### config.mk
export PLATFORM = sky130hd
export DESIGN_NAME = aes128_bus_ctrl
export DESIGN_NICKNAME = d
export VERILOG_FILES = /design/src/rtl/aes128_type_pkg.sv /design/src/rtl/aes128_bus_ctrl.sv
export SDC_FILE = /design/constraint.sdc
export NUM_CORES = 1
export LEC_CHECK = 0
export ABC_AREA = 1
export BUFFER_PORTS_ARGS = -buffer_cell sky130_fd_sc_hd__clkbuf_2
export CAP_MARGIN = 5
export CORE_ASPECT_RATIO = 1.75
export CORE_MARGIN = 3
export CORE_UTILIZATION = 53
export DETAILED_ROUTE_END_ITERATION = 8
export PLACE_DENSITY = 0.88
export SYNTH_ARGS = -nofsm -noshare
export SYNTH_HDL_FRONTEND = slang
export SYNTH_SLANG_ARGS = --single-unit
### constraint.sdc
create_clock -name clk_i -period 2 [get_ports clk_i]
set_input_delay 0 -clock clk_i [delete_from_list [all_inputs] [get_ports clk_i]]
set_output_delay 0 -clock clk_i [all_outputs]
set_load 0.1 [all_outputs]
### src/rtl/aes128_type_pkg.sv
// Shared types and register map for the AES-128 peripheral.
package aes128_type_pkg;

  localparam int unsigned AES_BUS_DW = 32;
  localparam int unsigned AES_BLK_W  = 128;
  localparam int unsigned AES_WORDS  = AES_BLK_W / AES_BUS_DW;

  // Byte offsets of the memory-mapped registers
  localparam logic [5:0] AES_REG_KEY0    = 6'h00;
  localparam logic [5:0] AES_REG_KEY1    = 6'h04;
  localparam logic [5:0] AES_REG_KEY2    = 6'h08;
  localparam logic [5:0] AES_REG_KEY3    = 6'h0C;
  localparam logic [5:0] AES_REG_DATA0   = 6'h10;
  localparam logic [5:0] AES_REG_DATA1   = 6'h14;
  localparam logic [5:0] AES_REG_DATA2   = 6'h18;
  localparam logic [5:0] AES_REG_DATA3   = 6'h1C;
  localparam logic [5:0] AES_REG_RESULT0 = 6'h20;
  localparam logic [5:0] AES_REG_RESULT1 = 6'h24;
  localparam logic [5:0] AES_REG_RESULT2 = 6'h28;
  localparam logic [5:0] AES_REG_RESULT3 = 6'h2C;
  localparam logic [5:0] AES_REG_CTRL    = 6'h30;
  localparam logic [5:0] AES_REG_STATUS  = 6'h34;

  // CTRL bit positions
  localparam int unsigned AES_CTRL_START  = 0;
  localparam int unsigned AES_CTRL_OP     = 1;
  localparam int unsigned AES_CTRL_IRQ_EN = 2;

  // STATUS bit positions
  localparam int unsigned AES_STAT_BUSY = 0;
  localparam int unsigned AES_STAT_DONE = 1;
  localparam int unsigned AES_STAT_ERR  = 2;

  // 128-bit block as four bus words; element 3 holds word 0 ([127:96])
  typedef logic [AES_WORDS-1:0][AES_BUS_DW-1:0] aes_block_t;

  typedef enum logic [1:0] {
    BC_IDLE,
    BC_LAUNCH,
    BC_ACCEPT,
    BC_BUSY
  } bus_ctrl_state_t;

endpackage

### src/rtl/aes128_bus_ctrl.sv
// Bus-side register file and launch/capture controller for the AES-128 engine.
module aes128_bus_ctrl
  import aes128_type_pkg::*;
#(
  parameter int unsigned ADDR_W     = 6,
  parameter bit          IRQ_EN_RST = 1'b0
) (
  input  logic                  clk_i,
  input  logic                  rst_n_i,
  input  logic [ADDR_W-1:0]     addr_i,
  input  logic [AES_BUS_DW-1:0] wdata_i,
  input  logic                  wr_i,
  input  logic                  rd_i,
  output logic [AES_BUS_DW-1:0] rdata_o,
  output logic                  rd_valid_o,
  output logic                  irq_o,
  output logic                  core_start_o,
  output logic [1:0]            core_op_o,
  output logic [AES_BLK_W-1:0]  core_key_o,
  output logic [AES_BLK_W-1:0]  core_data_o,
  input  logic [AES_BLK_W-1:0]  core_result_i,
  input  logic                  core_valid_i,
  input  logic                  core_ready_i
);

  localparam logic [1:0] GRP_KEY    = AES_REG_KEY0[5:4];
  localparam logic [1:0] GRP_DATA   = AES_REG_DATA0[5:4];
  localparam logic [1:0] GRP_RESULT = AES_REG_RESULT0[5:4];
  localparam logic [1:0] GRP_CSR    = AES_REG_CTRL[5:4];
  localparam logic [1:0] SEL_CTRL   = AES_REG_CTRL[3:2];
  localparam logic [1:0] SEL_STATUS = AES_REG_STATUS[3:2];

  bus_ctrl_state_t       state_q, state_d;
  aes_block_t            key_q, key_d;
  aes_block_t            data_q, data_d;
  aes_block_t            result_q, result_d;
  logic                  op_q, op_d;
  logic                  irq_en_q, irq_en_d;
  logic                  done_q, done_d;
  logic                  err_q, err_d;
  logic                  irq_q, irq_d;
  logic                  rd_valid_q;
  logic [AES_BUS_DW-1:0] rdata_q, rdata_d;

  logic       busy_c;
  logic [1:0] grp_c;
  logic [1:0] wsel_c;
  logic [1:0] widx_c;
  logic       unused_addr_c;

  // Address decode: word 0 of a block lives in the top element
  assign grp_c         = addr_i[5:4];
  assign wsel_c        = addr_i[3:2];
  assign widx_c        = ~wsel_c;
  assign busy_c        = (state_q != BC_IDLE);
  assign unused_addr_c = ^addr_i[1:0];

  assign rdata_o      = rdata_q;
  assign rd_valid_o   = rd_valid_q;
  assign irq_o        = irq_q;
  assign core_start_o = (state_q == BC_LAUNCH) && core_ready_i;
  assign core_op_o    = {1'b0, op_q};
  assign core_key_o   = key_q;
  assign core_data_o  = data_q;

  // Bus writes, launch FSM and completion capture; completion is applied last so its set wins
  always_comb begin
    state_d  = state_q;
    key_d    = key_q;
    data_d   = data_q;
    result_d = result_q;
    op_d     = op_q;
    irq_en_d = irq_en_q;
    done_d   = done_q;
    err_d    = err_q;

    if (wr_i) begin
      case (grp_c)
        GRP_KEY: begin
          if (busy_c) err_d = 1'b1;
          else        key_d[widx_c] = wdata_i;
        end
        GRP_DATA: begin
          if (busy_c) err_d = 1'b1;
          else        data_d[widx_c] = wdata_i;
        end
        GRP_CSR: begin
          if (wsel_c == SEL_CTRL) begin
            irq_en_d = wdata_i[AES_CTRL_IRQ_EN];
            if (busy_c) begin
              if (wdata_i[AES_CTRL_START]) err_d = 1'b1;
            end else begin
              op_d = wdata_i[AES_CTRL_OP];
              if (wdata_i[AES_CTRL_START]) begin
                done_d  = 1'b0;
                state_d = BC_LAUNCH;
              end
            end
          end else if (wsel_c == SEL_STATUS) begin
            if (wdata_i[AES_STAT_DONE]) done_d = 1'b0;
            if (wdata_i[AES_STAT_ERR])  err_d  = 1'b0;
          end
        end
        default: ;
      endcase
    end

    case (state_q)
      BC_LAUNCH: if (core_ready_i)  state_d = BC_ACCEPT;
      BC_ACCEPT: if (!core_ready_i) state_d = BC_BUSY;
      BC_BUSY: begin
        if (core_valid_i && core_ready_i) begin
          result_d = core_result_i;
          done_d   = 1'b1;
          state_d  = BC_IDLE;
        end
      end
      default: ;
    endcase

    irq_d = done_d & irq_en_d;
  end

  // Read mux samples current register values, so a same-cycle write is not visible
  always_comb begin
    rdata_d = rdata_q;
    if (rd_i) begin
      rdata_d = '0;
      case (grp_c)
        GRP_KEY:    rdata_d = key_q[widx_c];
        GRP_DATA:   rdata_d = data_q[widx_c];
        GRP_RESULT: rdata_d = result_q[widx_c];
        GRP_CSR: begin
          if (wsel_c == SEL_CTRL)        rdata_d = 32'({irq_en_q, op_q, 1'b0});
          else if (wsel_c == SEL_STATUS) rdata_d = 32'({err_q, done_q, busy_c});
        end
        default: ;
      endcase
    end
  end

  // State and register update
  always_ff @(posedge clk_i) begin
    if (!rst_n_i) begin
      state_q    <= BC_IDLE;
      key_q      <= '0;
      data_q     <= '0;
      result_q   <= '0;
      op_q       <= 1'b0;
      irq_en_q   <= IRQ_EN_RST;
      done_q     <= 1'b0;
      err_q      <= 1'b0;
      irq_q      <= 1'b0;
      rd_valid_q <= 1'b0;
      rdata_q    <= '0;
    end else begin
      state_q    <= state_d;
      key_q      <= key_d;
      data_q     <= data_d;
      result_q   <= result_d;
      op_q       <= op_d;
      irq_en_q   <= irq_en_d;
      done_q     <= done_d;
      err_q      <= err_d;
      irq_q      <= irq_d;
      rd_valid_q <= rd_i;
      rdata_q    <= rdata_d;
    end
  end

endmodule

==> results of run 1 <==
cell usage after synthesis, drive strengths merged:
cell    number
nand4       11
dfxtp      424
a211oi       2
inv        270
o211ai       1
o21ai      554
a21oi      267
clkbuf     131
nand3       21
a31oi        1
o22ai       91
clkinv       2
buf         55
nor2       346
nand2      250
conb         1
nor3         3
kinds of logic after synthesis:
| group | after synthesis |
|---|---|
| AOI/OAI and AO/OA | 916 |
| and+or+nand+nor | 631 |
| buffers and inverters | 458 |
| DFF | 424 |
| other | 1 |
per-stage QoR:
step           worst slack (ns)  hold WS [ns]  util [%]  instances  cell area (um2)
2_1_floorplan             0.331         0.131         -       2430            17500
3_3_place_gp             0.0111         0.232      62.5       3179            20300
3_5_place_dp             0.0105         0.233      62.5       3179            20300
4_1_cts                 0.00910        0.0661      73.0       3456            23700
what timing repair did:
| item | in CTS |
|---|---|
| hold endpoints to repair | 393 |
| hold buffers | 207 |
| setup endpoints to repair | 1 |
| gates resized for setup | 1 |
per-layer routing:
layer  GRT overflow  GRT usage, %
met3              0          25.9
met1              0          53.4
met2              1          72.7
met4              0          46.3
met5              0          7.46
==> impl_metrics.json, run 1 <==
{
  "port_buffers": 461,
  "synth_top_area_share_pct": 48.5,
  "postGrtWorstEndpoint": "result_q[100]$_SDFFE_PN0P_/D",
  "yosys.area_share.simple_pct": 14.3,
  "syn_area_per_cell_um2": 7.20,
  "grt_overflow": 1,
  "ys_ff_latch": 424,
  "finalWeightedCongestion": 1.04,
  "cts_made_buffers": 38,
  "synthAdderAreaFrac_pct": 0,
  "synth_area_mm2": 0.0175,
  "synth_top_cells_by_area": "dfxtp_1 49%, o21ai_0 14%, a21oi_1 7.6%",
  "grt.total_usage_pct": 51.0,
  "synth_top_area_cell": "dfxtp_1",
  "synth_seq_area_share_pct": 48.5,
  "worst-ep-kind": "sequential cell input",
  "cts-root-buf": "clkbuf_16",
  "h-tree-depth": 2,
  "grt_max_degree": 129,
  "num_io_pins": 465,
  "failing_step": "global routing",
  "die_h_um": 246,
  "synthMuxAreaShare_pct": 0,
  "clkSinkCount": 424,
  "syn_inst": 2430,
  "synth_nets": 2602,
  "die_w_um": 143,
  "stop_error": "[ERROR GRT-0232] Routing congestion too high. Check the congestion heatmap in the GUI.",
  "synth_compound_area_share_pct": 26.9,
  "synth_top_family_by_area": "compound AO/OA/AOI/OAI gates",
  "yosys_warnings": 0,
  "ys_types": 25,
  "synth_xor_area_share_pct": 0,
  "post_cts_buffers": 0,
  "std_cell_rows": 87,
  "hpwl_um": 48600,
  "status": "aborted with a tool error",
  "start_util_pct": 53.9,
  "clock_path_buffers": 3
}
==> run 2, diff against run 1 <==
Settings changed: CORE_ASPECT_RATIO 1.75 to unset, CORE_UTILIZATION 53 to 40, PLACE_DENSITY 0.88 to unset, PLACE_DENSITY_LB_ADDON set to 0.15.
==> run 2 against run 1 <==
Net effect: the flow now finishes without violations; synthesized area did not move; synthesized cell count did not move.
==> impl_metrics.json, run 2 <==
{
  "syn_area_per_cell_um2": 7.20,
  "antenna_found_initial": 1,
  "std_cell_rows": 75,
  "arrival_ns": 2.41,
  "cp.required_ns": 2.46,
  "firstDrtPassIters": 7,
  "synth_seq_area_share_pct": 48.5,
  "power.net_switching_mw": 5.78,
  "drive_gt1_share_pct": 21.3,
  "tightest_slew_ns": 0.669,
  "grt_max_degree": 83,
  "wire_per_inst_um": 20.5,
  "cts_tree": "done",
  "instances_no_fill": 3665,
  "grt_pass1_wl_um": 112000,
  "synthArstFlopShare_pct": 0,
  "finalWeightedCongestion": 0.929,
  "r2r_start": "state_q[1]$_SDFF_PN0_",
  "cts-root-buf": "clkbuf_16",
  "port_buffers": 461,
  "synth_top_cells_by_area": "dfxtp_1 49%, o21ai_0 14%, a21oi_1 7.6%",
  "die-area_mm2": 0.0463,
  "setup_viol": 0,
  "drc_errors": 0,
  "crit_start": "state_q[1]$_SDFF_PN0_",
  "clk_latency_ns": 0.59,
  "grt.total_usage_pct": 31.0,
  "combPwrFrac_pct": 14.1,
  "maxSlewViolCount": 0,
  "critPathLaunchType": "register",
  "relSlewSlack_pct": 55.6,
  "fin_nets": 3223,
  "maxCapViolations": 0,
  "endpoint_kind": "register",
  "synth_top_area_cell": "dfxtp_1",
  "final_common_cell": "o21ai_0",
  "status": "finished, final reports clean",
  "synth_top_area_share_pct": 48.5,
  "hp-class": "in -> reg",
  "clkSinkCount": 424,
  "fin_hold_ws_ns": 0.0429,
  "synth_area_mm2": 0.0175,
  "setup.worst_path.end": "result_q[7]$_SDFFE_PN0P_",
  "leakagePower_nw": 10.5,
  "diodes": 0,
  "synth-edff-count": 0,
  "placedCellCount": 3358,
  "drtIter0Drc": 1869,
  "vias_per_cell": 5.30,
  "fmaxAchievable_mhz": 513,
  "peakVddDrop_mv": 0.593,
  "core-area_mm2": 0.0426,
  "clock-skew-final_ns": 0.0204,
  "fillerInstances": 3999,
  "num_vias": 19400,
  "reg2reg_slack_ns": 0.05,
  "fin_crit_sh_pct": 97.4,
  "reg2reg_to": "result_q[7]$_SDFFE_PN0P_",
  "layout_common_cells": "480 x o21ai_0, 460 x clkbuf_2, 422 x dfxtp_1",
  "critPathMaxFanout": 15,
  "wirelength_um": 75300,
  "ant_nets": 0,
  "hpwl_um": 50800,
  "grt_pass1_vias": 18900,
  "synth_common_cells": "487 x o21ai_0, 424 x dfxtp_1, 333 x nor2_1",
  "ys_ff_latch": 424,
  "start_util_pct": 41.1,
  "synthMostInstantiatedCell": "o21ai_0",
  "clock_path_buffers": 3,
  "num_io_pins": 465,
  "path_clk_slew_ns": 0.06,
  "hold_viol": 0,
  "reg2reg_depth": 7,
  "period_needed_ns": 1.95,
  "synthFlopType": "dfxtp_1",
  "die_h_um": 215,
  "ys_types": 25,
  "syn2layout_area_growth_pct": 39.8,
  "switching_share_pct": 28.4,
  "pwr-share-seq_pct": 42.9,
  "synth_nets": 2602,
  "h-tree-depth": 2,
  "syn_inst": 2430,
  "cts_made_buffers": 47,
  "yosys_warnings": 0,
  "p_clk_share_pct": 43.0,
  "power_density_mw_per_mm2": 830,
  "path_class": "reg -> reg",
  "grt_overflow": 0,
  "die_w_um": 215,
  "p_int_mw": 14.5
}
run 2: cell counts after synthesis:
Identical to the previous run, type by type.
run 2: through the flow:
stage / instance area, um2 / setup slack, ns / utilization, % / TNS [ns] / total power [mW]
2_1_floorplan: 17500 / 0.331 / - / 0 / 10.6
3_3_place_gp: 20700 / 0.0602 / 48.5 / 0 / 11.4
3_5_place_dp: 20700 / 0.0446 / 48.5 / 0 / 11.4
4_1_cts: 24400 / 0.0146 / 57.2 / 0 / 20.4
5_1_grt: 24500 / -0.0304 / 57.4 / -0.0545 / 20.9
6_report: 24500 / 0.0514 / 57.4 / 0 / 20.3
run 2: cell type report:
| cell class | count | area [um2] | share of cell area, % |
|---|---|---|---|
| sequential | 424 | 8490 | 34.7 |
| multi-input combinational | 1548 | 7250 | 29.6 |
| timing repair buffer | 755 | 5380 | 22.0 |
| clock buffer | 73 | 1400 | 5.70 |
| inverter | 272 | 1040 | 4.24 |
| tap | 577 | 722 | 2.95 |
| clock inverter | 13 | 155 | 0.634 |
| timing repair inverter | 3 | 26.3 | 0.107 |
run 2: logic make-up (layout without fill, tap and decap cells):
kind of cell	after synthesis	count (layout)	share of synthesized area, %
compound gates	916	916	26.9
simple gates	631	631	14.3
buf+inv	458	1116	10.3
flops	424	424	48.5
other cells	1	1	0.0214
run 2: repair_timing:
action,4_1_cts,5_1_grt
resized for setup,0,18
hold buffers,214,0
setup endpoints to repair,0,40
endpoints found under the hold margin,396,0
setup buffers,0,5
run 2: worst max-delay path: stages (launching register included):
cell and delay [ns]:
dfxtp_2 0.35, nand2_1 0.10, nor2_4 0.24, clkinv_8 0.14, buf_6 0.18, o21ai_0 0.17
dlygate4sd3_1 0.58, a21oi_1 0.06
run 2: worst min path at each step:
stage	start	to	slack (ns)	cells past startpoint
after detailed placement	core_result_i[58]	result_q[58]$_SDFFE_PN0P_	0.23	3
after global placement	core_result_i[41]	result_q[41]$_SDFFE_PN0P_	0.23	3
after global routing	addr_i[3]	rdata_o[0]$_SDFFE_PN0P_	0.1	8
final	addr_i[4]	rdata_o[2]$_SDFFE_PN0P_	0.04	8
after floorplan	wdata_i[2]	irq_en_q$_SDFF_PN0_	0.13	2
after CTS	addr_i[4]	rdata_o[2]$_SDFFE_PN0P_	0.01	8
run 2: metal layers:
| layer | up-vias | share of wire (%) | GRT usage (%) |
|---|---|---|---|
| met2 | 935 | 47 | 51.8 |
| met5 | - | 0 | 0 |
| met3 | 200 | 7.7 | 5.56 |
| met1 | 9046 | 40 | 38.5 |
| li1 | 9256 | - | - |
| met4 | 0 | 5.3 | 15.4 |
run 2: power groups by stage:
stage	Combinational, mW	Clock (mW)	Sequential [mW]
after floorplan	0.665	0	9.92
after global placement	2.49	0	8.88
after detailed placement	2.51	0	8.89
after CTS	2.83	8.86	8.70
after global routing	3.01	9.19	8.72
final	2.87	8.74	8.71
Note: power is estimated with default switching activity, not from simulation.
